**config.mk**
```make
export PLATFORM = sky130hd
export DESIGN_NAME = bin2bcd_seq
export DESIGN_NICKNAME = d
export VERILOG_FILES = /design/src/rtl/bin2bcd_seq.sv
export SDC_FILE = /design/constraint.sdc
export NUM_CORES = 1
export LEC_CHECK = 0
export CORE_MARGIN = 1.5
export CORE_UTILIZATION = 55
export DETAILED_ROUTE_END_ITERATION = 12
export PLACE_DENSITY = 0.79
export SLEW_MARGIN = 20
export SYNTH_ARGS = -nofsm -noshare
export SYNTH_HDL_FRONTEND = slang
export SYNTH_SLANG_ARGS = --single-unit
export TNS_END_PERCENT = 1
```
**constraint.sdc**
```tcl
create_clock -name clk -period 3.64 [get_ports clk]
set_clock_uncertainty 0.15 [all_clocks]
set_input_delay 0.728 -clock clk [delete_from_list [all_inputs] [get_ports clk]]
set_output_delay 0.728 -clock clk [all_outputs]
set_load 0.01 [all_outputs]
```
**src/rtl/bin2bcd_seq.sv**
```systemverilog
// rtl/bin2bcd_seq.sv - sequential double-dabble binary-to-BCD converter
// One shared add-3 cell visits one digit per cycle; ten adjust/shift rounds per result.

module bin2bcd_seq (
    input  logic       clk,
    input  logic       reset,
    input  logic       start,
    input  logic [9:0] bin,
    output logic       ready,
    output logic       done_tick,
    output logic [3:0] bcd3,
    output logic [3:0] bcd2,
    output logic [3:0] bcd1,
    output logic [3:0] bcd0
);

    typedef enum logic [1:0] {
        IDLE   = 2'd0,
        ADJUST = 2'd1,
        SHIFT  = 2'd2,
        DONE   = 2'd3
    } state_t;

    state_t      r_state;
    state_t      w_state_next;

    logic [9:0]  r_shift;
    logic [15:0] r_work;
    logic [3:0]  r_count;
    logic [1:0]  r_index;
    logic [15:0] r_bcd;

    logic [3:0]  w_digit_in;
    logic [3:0]  w_digit_adj;
    logic [15:0] w_work_adj;
    logic [25:0] w_shifted;
    logic        w_last_shift;

    // Digit mux feeding the single add-3 cell; out-of-range digits collapse to 0.
    always_comb begin
        w_digit_in = 4'd0;
        case (r_index)
            2'd0: w_digit_in = r_work[3:0];
            2'd1: w_digit_in = r_work[7:4];
            2'd2: w_digit_in = r_work[11:8];
            2'd3: w_digit_in = r_work[15:12];
            default: w_digit_in = 4'd0;
        endcase

        if (w_digit_in > 4'd9) begin
            w_digit_adj = 4'd0;
        end else if (w_digit_in >= 4'd5) begin
            w_digit_adj = w_digit_in + 4'd3;
        end else begin
            w_digit_adj = w_digit_in;
        end
    end

    always_comb begin
        w_work_adj = r_work;
        case (r_index)
            2'd0: w_work_adj[3:0]   = w_digit_adj;
            2'd1: w_work_adj[7:4]   = w_digit_adj;
            2'd2: w_work_adj[11:8]  = w_digit_adj;
            2'd3: w_work_adj[15:12] = w_digit_adj;
            default: w_work_adj = r_work;
        endcase
    end

    assign w_shifted    = {r_work[14:0], r_shift, 1'b0};
    assign w_last_shift = (r_count == 4'd1);

    always_ff @(posedge clk or posedge reset) begin
        if (reset) begin
            r_state <= IDLE;
        end else begin
            r_state <= w_state_next;
        end
    end

    always_comb begin
        w_state_next = r_state;
        case (r_state)
            IDLE: begin
                if (start) begin
                    w_state_next = ADJUST;
                end
            end
            ADJUST: begin
                if (r_index == 2'd3) begin
                    w_state_next = SHIFT;
                end
            end
            SHIFT: begin
                if (w_last_shift) begin
                    w_state_next = DONE;
                end else begin
                    w_state_next = ADJUST;
                end
            end
            DONE: begin
                w_state_next = IDLE;
            end
            default: begin
                w_state_next = IDLE;
            end
        endcase
    end

    always_comb begin
        ready     = 1'b0;
        done_tick = 1'b0;
        case (r_state)
            IDLE:    ready     = 1'b1;
            DONE:    done_tick = 1'b1;
            default: begin
                ready     = 1'b0;
                done_tick = 1'b0;
            end
        endcase
    end

    // Results are captured on the final shift so they are valid throughout DONE.
    always_ff @(posedge clk or posedge reset) begin
        if (reset) begin
            r_shift <= 10'd0;
            r_work  <= 16'd0;
            r_count <= 4'd0;
            r_index <= 2'd0;
            r_bcd   <= 16'd0;
        end else begin
            case (r_state)
                IDLE: begin
                    if (start) begin
                        r_shift <= bin;
                        r_work  <= 16'd0;
                        r_count <= 4'd10;
                        r_index <= 2'd0;
                    end
                end
                ADJUST: begin
                    r_work  <= w_work_adj;
                    r_index <= r_index + 2'd1;
                end
                SHIFT: begin
                    r_work  <= w_shifted[25:10];
                    r_shift <= w_shifted[9:0];
                    r_count <= r_count - 4'd1;
                    r_index <= 2'd0;
                    if (w_last_shift) begin
                        r_bcd <= w_shifted[25:10];
                    end
                end
                default: begin
                end
            endcase
        end
    end

    assign bcd3 = r_bcd[15:12];
    assign bcd2 = r_bcd[11:8];
    assign bcd1 = r_bcd[7:4];
    assign bcd0 = r_bcd[3:0];

endmodule

```
==> results.json <==
{
  "final.fill_count": 362,
  "grt_max_degree": 51,
  "fmax_ghz": 0.378,
  "viasPerCell": 5.86,
  "fin_crit_ns": 2.64,
  "rsz0062_at_grt": "false",
  "die_y_um": 70.7,
  "top_usage_layer": "met2",
  "post_dp_cell_area_um2": 2860,
  "cts_max_level": 2,
  "antenna_cells": 0,
  "postSynthCellCount": 237,
  "routed_wl_mm": 5.12,
  "syn_area_um2": 2520,
  "hpwl_mm": 3.60,
  "port_buffers": 30,
  "num_vias": 1870,
  "synth_edf_count": 0,
  "rows": 24,
  "cp.arrival_ns": 1.77,
  "crit_buf_inv": 2,
  "avgSynthCellArea_um2": 10.6,
  "seq_area_frac_synth": 0.496,
  "tightestPinTransition_ns": 0.864,
  "crit_chain": "inv_1 > ha_1 > clkdlybuf4s50_1",
  "drt_iter0_drc": 205,
  "gr-usage-all-layers": 0.221,
  "cts_resized": 0,
  "place.gp.congestion": 0.906,
  "status": "finished clean",
  "mostFrequentLayoutCells": "dfrtp_1 (50), clkdlybuf4s50_1 (30), nand2_1 (27)",
  "synth_top_area_frac": 0.496,
  "firstDrtPassIters": 5,
  "clk_pin_slew_ns": 0.09,
  "gr-total-overflow": 0,
  "p_leak_nw": 1.31,
  "cts_buffer_depth": 2,
  "wl_per_cell_um": 16.1,
  "core_um2": 4380,
  "cpMaxStageDelayCell": "clkdlybuf4s50_1",
  "crit_fanout": 7,
  "grt_util_met2": 0.358,
  "dieArea_um2": 5000,
  "start_util": 0.576,
  "r2r-start": "r_index[0]$_DFFE_PP0P_",
  "tns_ns": 0,
  "finalHoldViolations": 0,
  "synth_nets": 261,
  "finalSetupViolCount": 0,
  "area_delta_synth_final_pct": 17.3,
  "cp-startpoint": "r_state[0]$_DFFE_PP0P_",
  "worst_ep_required_time_ns": 2.76,
  "crit_path_start_kind": "flop",
  "grt_pass1_vias": 1794,
  "ant_nets": 0,
  "post-cts-setup-buffers": 0,
  "ys_ff_latch": 50,
  "cts_made_buffers": 5,
  "rrSetupSlack_ns": 1.03,
  "hp-class": "flop to flop",
  "insertion_delay_ns": 0.31,
  "synthTopCellsByArea": "dfrtp_1 (50%), mux2_2 (8.0%), mux2i_1 (5.9%), ha_1 (5.5%), nand2_1 (4.0%)",
  "power_per_cell_area_nw_per_um2": 879,
  "clock_sinks": 50,
  "yosys_warnings": 0,
  "max_cap_viol_count": 0,
  "yosysUniqueCellTypes": 38,
  "post-route-period-util": 0.726,
  "finish.instance_area_um2": 2960,
  "critPathCaptureType": "output pin",
  "grt_pass1_wl_mm": 8.63,
  "hold_start": "r_shift[0]$_DFFE_PP0P_",
  "utilization": 0.675,
  "irDropWorstVdd_mv": 0.455,
  "cts_tree": "yes",
  "synth_top_cell_by_area": "dfrtp_1",
  "power_w": 0.00260,
  "die_w_um": 70.7,
  "antenna_found_initial": 0,
  "path_class": "flop to output pin",
  "layout.nets": 290,
  "synthFlopType": "dfrtp_1",
  "async_flop_share": 1.00,
  "pin_count": 31,
  "clockRootBuffer": "clkbuf_8",
  "final_common_cell": "dfrtp_1",
  "critical-path-top-delay-family": "buffers and inverters",
  "slew_headroom": 0.424,
  "drc": 0,
  "slew_viol_final": 0,
  "postCtsHoldBufs": 0,
  "grtUsageMet1": 0.289,
  "max_stage_delay_ns": 0.60,
  "use_met3": 0.0427,
  "drive_above_1_share": 0.146
}
state kept, by name (all words and copies together) (netlist names):
name and cells:
r_bcd 16, r_work 16, r_shift 10, r_count 4, r_index 2, r_state 2
area by class of cell:
type,instances,area (um^2),share of cell area
Clock buffer,6,82.6,0.0279
Multi-Input combinational cell,163,1180,0.397
Timing Repair Buffer,32,315,0.107
Tap cell,52,65.1,0.0220
Sequential cell,50,1250,0.423
Clock inverter,2,16.3,0.00549
Inverter,14,53.8,0.0182
through the flow:
stage               setup WS [ns]  instances  hold WS (ns)
finish                      0.997        319         0.341
global route                0.850        319         0.381
CTS                          1.02        319         0.346
detailed placement          0.957        311         0.324
global placement             1.04        311         0.311
floorplan                    1.51        237         0.300
cell usage after synthesis (2+ instances only):
cell and n:
a22oi_1 2, o211ai_1 2, mux2_2 18, nor2b_1 2, ha_1 11, o21ai_0 16, clkbuf_1 4, inv_1 14
mux2i_1 15, nor2_1 17, a222oi_1 3, a31oi_1 16, nand2_1 27, nand3_1 4, nor3_1 4, dfrtp_1 50
a211oi_1 2, nand2b_1 2, buf_2 2, a21oi_1 7, and3_2 2
kinds of logic (layout without fill, tap and decap cells):
kind of cell | Yosys count | count (layout) | synth area share
AO/OA/AOI/OAI | 54 | 54 | 0.140
adder cells (fa/ha/maj) | 11 | 11 | 0.0545
buffers and inverters | 24 | 54 | 0.0456
flip-flops | 50 | 50 | 0.496
multiplexers | 33 | 33 | 0.140
AND/OR/NAND/NOR | 65 | 65 | 0.124
worst reg2reg max path, stage by stage (launching register included):
cell and delay (ns):
dfrtp_1 0.41, inv_1 0.15, ha_1 0.35, mux2i_1 0.61, nor3_1 0.16, o311ai_2 0.49
a31oi_1 0.15
metal layers:
metal  vias to the layer above  share of wire  wire length (um)
met5                         -              0                 0
met4                         0          0.019                95
met3                         8          0.039               200
met2                        45           0.52              2640
met1                       913           0.43              2190
li1                        904              -                 -
report_power, final:
group	switching, W	internal, W	total [W]
registers	0.000177	0.000773	0.000949
clock network	0.000187	0.000157	0.000343
logic	0.000764	0.000544	0.00131
total	0.00113	0.00147	0.00260
final timing paths:
check	to	depth (start not counted)
max in group asynchronous	r_state[1]$_DFFE_PP0P_	2
min reg2reg	r_shift[0]$_DFFE_PP0P_	2
min in group asynchronous	r_bcd[2]$_DFFE_PP0P_	2
min	r_shift[0]$_DFFE_PP0P_	2
max	ready	3
max reg2reg	r_work[0]$_DFFE_PP0P_	6
No activity file was read; power rests on OpenSTA's default activity.
